==> config.mk <==
export PLATFORM = sky130hd
export DESIGN_NAME = path_metric_bank
export DESIGN_NICKNAME = d
export VERILOG_FILES = /design/src/rtl/viterbi_pkg.sv /design/src/rtl/pm_argmin_tree.sv /design/src/rtl/path_metric_bank.sv
export SDC_FILE = /design/constraint.sdc
export NUM_CORES = 1
export LEC_CHECK = 0
export BUFFER_PORTS_ARGS = -buffer_cell sky130_fd_sc_hd__buf_2
export CAP_MARGIN = 20
export CORE_MARGIN = 3
export CORE_UTILIZATION = 40
export DETAILED_ROUTE_END_ITERATION = 12
export GPL_TIMING_DRIVEN = 0
export PLACE_DENSITY = 0.63
export SETUP_SLACK_MARGIN = 0.2
export SYNTH_ARGS = -nofsm -noshare
export SYNTH_HDL_FRONTEND = slang
export SYNTH_HIERARCHICAL = 1
export SYNTH_SLANG_ARGS = --single-unit
==> constraint.sdc <==
create_clock -name i_clk -period 1.7 [get_ports i_clk]
set_clock_uncertainty 0.15 [all_clocks]
set_input_delay 0.425 -clock i_clk [delete_from_list [all_inputs] [get_ports i_clk]]
set_output_delay 0.425 -clock i_clk [all_outputs]
set_load 0.1 [all_outputs]
==> src/rtl/viterbi_pkg.sv <==
// rtl/viterbi_pkg.sv - shared Viterbi decoder types, constants and path-metric init helper
package viterbi_pkg;

    localparam int PM_INIT_ZERO = 0;
    localparam int PM_MAX_BITS  = 1024;

    typedef enum logic {PMB_IDLE, PMB_RUN} pmb_state_t;

    // State 0 starts at PM_INIT_ZERO, every other state at all-ones, so traceback
    // from a fresh frame is anchored to the known encoder start state.
    function automatic logic [PM_MAX_BITS-1:0] pm_init_pattern(input int num_states, input int pm_width);
        logic [PM_MAX_BITS-1:0] v;
        v = '0;
        for (int b = 0; b < PM_MAX_BITS; b++) begin
            if (b < pm_width)
                v[b] = ((PM_INIT_ZERO >> b) & 1) != 0;
            else if (b < num_states * pm_width)
                v[b] = 1'b1;
        end
        return v;
    endfunction

endpackage

==> src/rtl/pm_argmin_tree.sv <==
// rtl/pm_argmin_tree.sv - combinational minimum/argmin reduction tree, lowest index wins ties
module pm_argmin_tree #(
    parameter int NUM_STATES = 4,
    parameter int PM_WIDTH   = 8,
    parameter int IDX_W      = $clog2(NUM_STATES)
) (
    input  logic [NUM_STATES*PM_WIDTH-1:0] pm,
    output logic [PM_WIDTH-1:0]            min_pm,
    output logic [IDX_W-1:0]               min_idx
);

    logic [PM_WIDTH-1:0] node_pm  [NUM_STATES];
    logic [IDX_W-1:0]    node_idx [NUM_STATES];

    // Pairwise reduction by stride; the left operand always has the lower index,
    // so a strict compare keeps it on ties.
    always_comb begin
        for (int k = 0; k < NUM_STATES; k++) begin
            node_pm[k]  = pm[k*PM_WIDTH +: PM_WIDTH];
            node_idx[k] = IDX_W'(k);
        end
        for (int s = 1; s < NUM_STATES; s = s * 2) begin
            for (int i = 0; i + s < NUM_STATES; i = i + 2 * s) begin
                if (node_pm[i+s] < node_pm[i]) begin
                    node_pm[i]  = node_pm[i+s];
                    node_idx[i] = node_idx[i+s];
                end
            end
        end
        min_pm  = node_pm[0];
        min_idx = node_idx[0];
    end

endmodule

==> src/rtl/path_metric_bank.sv <==
// rtl/path_metric_bank.sv - Viterbi path-metric register bank with normalisation; PATH_METRIC_NORM_CNT_EN enables o_norm_cnt
module path_metric_bank
    import viterbi_pkg::*;
#(
    parameter int NUM_STATES  = 4,
    parameter int PM_WIDTH    = 8,
    parameter int NORM_THRESH = 2**(PM_WIDTH-1)
) (
    input  logic                           i_clk,
    input  logic                           i_rst_n,
    input  logic                           i_start,
    input  logic                           i_valid,
    input  logic [NUM_STATES*PM_WIDTH-1:0] i_pm,
    output logic [NUM_STATES*PM_WIDTH-1:0] o_pm,
    output logic                           o_valid,
    output logic [$clog2(NUM_STATES)-1:0]  o_min_state,
    output logic [PM_WIDTH-1:0]            o_min_pm,
    output logic                           o_norm_evt,
    output logic [15:0]                    o_norm_cnt
);

    localparam int IDX_W   = $clog2(NUM_STATES);
    localparam int PM_BITS = NUM_STATES * PM_WIDTH;
    localparam logic [PM_BITS-1:0]  PM_INIT = PM_BITS'(pm_init_pattern(NUM_STATES, PM_WIDTH));
    localparam logic [PM_WIDTH:0]   THRESH  = (PM_WIDTH+1)'(NORM_THRESH);

    pmb_state_t           state;
    logic [PM_WIDTH-1:0]  step_min;
    logic [IDX_W-1:0]     step_idx;
    logic                 step_norm;
    logic                 accept;
    logic [PM_BITS-1:0]   pm_next;

    pm_argmin_tree #(
        .NUM_STATES (NUM_STATES),
        .PM_WIDTH   (PM_WIDTH),
        .IDX_W      (IDX_W)
    ) u_argmin (
        .pm      (i_pm),
        .min_pm  (step_min),
        .min_idx (step_idx)
    );

    assign step_norm = {1'b0, step_min} >= THRESH;
    assign accept    = (state == PMB_RUN) && i_valid && !i_start;

    // Subtracting the step minimum cannot underflow, so no guard is needed.
    always_comb begin
        pm_next = '0;
        for (int k = 0; k < NUM_STATES; k++) begin
            pm_next[k*PM_WIDTH +: PM_WIDTH] = step_norm ? i_pm[k*PM_WIDTH +: PM_WIDTH] - step_min
                                                        : i_pm[k*PM_WIDTH +: PM_WIDTH];
        end
    end

    always_ff @(posedge i_clk or negedge i_rst_n) begin
        if (!i_rst_n) begin
            state       <= PMB_IDLE;
            o_pm        <= PM_INIT;
            o_valid     <= 1'b0;
            o_norm_evt  <= 1'b0;
            o_min_state <= '0;
            o_min_pm    <= '0;
        end else begin
            o_valid    <= 1'b0;
            o_norm_evt <= 1'b0;
            if (i_start) begin
                state       <= PMB_RUN;
                o_pm        <= PM_INIT;
                o_min_state <= '0;
                o_min_pm    <= '0;
            end else if (accept) begin
                o_pm        <= pm_next;
                o_min_state <= step_idx;
                o_min_pm    <= step_norm ? '0 : step_min;
                o_valid     <= 1'b1;
                o_norm_evt  <= step_norm;
            end
        end
    end

`ifdef PATH_METRIC_NORM_CNT_EN
    logic [15:0] norm_cnt;

    always_ff @(posedge i_clk or negedge i_rst_n) begin
        if (!i_rst_n)
            norm_cnt <= '0;
        else if (i_start)
            norm_cnt <= '0;
        else if (accept && step_norm && norm_cnt != 16'hFFFF)
            norm_cnt <= norm_cnt + 16'd1;
    end

    assign o_norm_cnt = norm_cnt;
`else
    assign o_norm_cnt = 16'd0;
`endif

endmodule

==> impl_metrics.env <==
export IMPL_ant_nets=0
export IMPL_synthTopCellsByArea="dfstp_2, ha_1, dfrtp_1"
export IMPL_design_die_area_sq_um=11260
export IMPL_ys_async_sr_fraction_pct=100.0
export IMPL_worstSetupPathType="in2reg"
export IMPL_outcome="complete, but fails checks"
export IMPL_syn_area_sq_um=4009
export IMPL_hpwl_um=8740
export IMPL_vias=4032
export IMPL_yosysUniqueCellTypes=53
export IMPL_synth_cells=452
export IMPL_globalRouteMet2Util_pct=38.96
export IMPL_required_ps=1770
export IMPL_n_fill_cell=681
export IMPL_synth_area_per_cell_sq_um=8.869
export IMPL_overflow=0
export IMPL_viasPerCell=5.405
export IMPL_seq_area_frac_synth_pct=28.84
export IMPL_relSlewSlack_pct=65.48
export IMPL_grt_pass1_vias=4058
export IMPL_min_period_ps=4730
export IMPL_reg2reg_setup_slack_ps=50
export IMPL_die_y_um=106.1
export IMPL_r2r_start="state$_DFFE_PN0P_"
export IMPL_r2r_end="o_pm[31]$_DFFE_PN1P_"
export IMPL_die_x_um=106.1
export IMPL_finalSetupViolCount=42
export IMPL_routed_wl_um=13360
export IMPL_hold_path_depth=2
export IMPL_power_leakage_nw=3.015
export IMPL_clockBufferDepth=2
export IMPL_cts_made_buffers=5
export IMPL_remaining_drc_errors=0
export IMPL_finalHoldWorstSlack_ps=233.6
export IMPL_synth_common_cells="ha_1, inv_1, a21oi_1, mux2i_1, o21ai_0"
export IMPL_r2r_cells=4
export IMPL_max_cap_viol_count=0
export IMPL_finalPower_mw=7.808
export IMPL_clk_latency_ps=310
export IMPL_pwr_density_cell_nw_per_um2=1162
export IMPL_yosysTopAreaCell="dfstp_2"
export IMPL_synth_seq_cells=45
export IMPL_synth_top_area_share_pct=15.73
export IMPL_peakVddDrop_uv=556.0
export IMPL_ys_flop_type="dfstp_2"
export IMPL_start_kind="input pin"
export IMPL_tns_ps=-111250
export IMPL_fin_crit_sh_pct=278.3
export IMPL_endpoint_kind="register"
export IMPL_drive_gt1_share_pct=48.62
export IMPL_firstDrtPassIters=4
export IMPL_drt_iter0_drc=207
export IMPL_grt_use_total_pct=22.53
export IMPL_htreeDepth=2
export IMPL_synth_edf_count=0
export IMPL_busiest_layer="met2"
export IMPL_worstPathArrival_ps=4800
export IMPL_cts_tree="done"
export IMPL_coreArea_sq_um=9503
export IMPL_hp_start="i_start"
export IMPL_final_core_util_pct=70.72
export IMPL_clk_pin_slew_ps=90
export IMPL_crit_fanout=7
export IMPL_routedWlPerCell_um=17.91
export IMPL_grt_pass1_wl_um=20390
export IMPL_grtUsageMet3_pct=4.189
export IMPL_synth_most_common_cell="ha_1"
export IMPL_maxSlewViolCount=0
export IMPL_worst_slack_ps=-3030
export IMPL_insertedDiodeCount=0
export IMPL_io_pins=96
export IMPL_gr_usage_met1_pct=28.28
export IMPL_grt_max_degree=46
export IMPL_area_growth_pct=67.63
export IMPL_place_congestion=0.8632
export IMPL_hold_path_class="in2reg"
export IMPL_antenna_found_initial=0
export IMPL_finalHoldViolCount=0
export IMPL_cts_root_buf="clkbuf_8"
export IMPL_clock_sinks=45
export IMPL_initial_core_util_pct=42.19
export IMPL_fmax_mhz=211.4
export IMPL_portBuffers=79
export IMPL_row_count=35
export IMPL_max_slew_worst_pin_slew_ps=517.8
export IMPL_worstHoldEndpoint="state$_DFFE_PN0P_"
export IMPL_rsz0062_at_grt="true"
export IMPL_nNetsFinal=705
export IMPL_ys_warn_count=6
export IMPL_violations="negative setup slack"
## flip-flops by register name (all words and copies together) (netlist names)
register / count
o_norm_evt: 1
o_min_state: 2
o_min_pm: 8
state: 1
o_pm: 32
o_valid: 1
## per-layer routing
layer	share of wire [%]	routed length [um]
met4	2.2	300
met1	42	5657
met3	5.3	708
met2	50	6694
met5	0	0
## cell families after synthesis
group	count (synthesis)	synth area share, %
XOR/XNOR	12	2.622
multiplexers	39	9.738
other	1	0.09354
adder cells (fa/ha/maj)	53	17.29
AO/OA/AOI/OAI	127	20.01
AND/OR/NAND/NOR	102	12.48
buffers and inverters	73	8.926
flip-flops	45	28.84
## repair_timing
item,in CTS,in global routing
hold buffers,0,1
resized for setup,248,105
buffers inserted,39,21
pin swaps,51,39
endpoints found under the setup margin,88,86
cloned,1,0
endpoints found under the hold margin,0,6
## cells in the final DEF (no fill, tap or decap), types with 23 or more instances in the layout
master and instances:
a21oi_1 28, ha_1 25, buf_6 29, buf_12 42, mux2i_1 23, nand2_1 24, nor2_1 26, dfstp_2 24
buf_4 68, inv_1 27
## area by class of cell
type,count,area (sq um),area share [%]
multi-input cells,349,3222,47.94
repair buffers,141,1655,24.63
flip-flops and latches,45,1157,17.22
plain buffers,31,256.5,3.817
inverters,42,170.2,2.532
well taps,129,161.4,2.402
clock buffers,8,90.09,1.341
repair inverters,1,7.507,0.1117
## worst max-delay path, stage by stage
cell and delay, ps:
buf_12 110, inv_8 40, ha_4 180, a2111o_1 360, a311oi_1 250, buf_4 260, mux2i_4 300, ha_4 240
a21oi_2 130, nor2b_1 60, o21ai_1 140, o21ai_1 90, nor2_2 170, o31a_4 170, buf_8 120, mux2i_1 240
inv_2 120, ha_2 340, o21a_1 190, o31a_1 150, buf_4 150, o21a_1 170, o21a_1 160, o31ai_1 230
## where the power goes
group	internal, mW	switching, mW
Sequential	1.32	0.181
Combinational	2.38	3.21
Clock	0.333	0.387
## how the worst max path moves through the flow
stage	cells past startpoint	endpoint	slack, ps	start
finish	24	o_pm[5]$_DFFE_PN0P_	-3030	i_pm[1]
global route	25	o_pm[23]$_DFFE_PN1P_	-3200	i_pm[1]
CTS	24	o_pm[7]$_DFFE_PN0P_	-2850	i_pm[1]
detailed placement	24	o_pm[6]$_DFFE_PN0P_	-3590	i_pm[17]
global placement	22	o_pm[6]$_DFFE_PN0P_	-3610	i_pm[1]
floorplan	21	o_pm[7]$_DFFE_PN0P_	-2910	i_pm[9]
## metrics by stage
step | worst slack, ps | cells | area [sq um]
after floorplan | -2908 | 467 | 4163
after global placement | -3614 | 675 | 4720
after detailed placement | -3588 | 675 | 4720
after CTS | -2849 | 723 | 6071
after global routing | -3197 | 746 | 6720
final | -3030 | 746 | 6720
(Power assumes the default switching activity.)
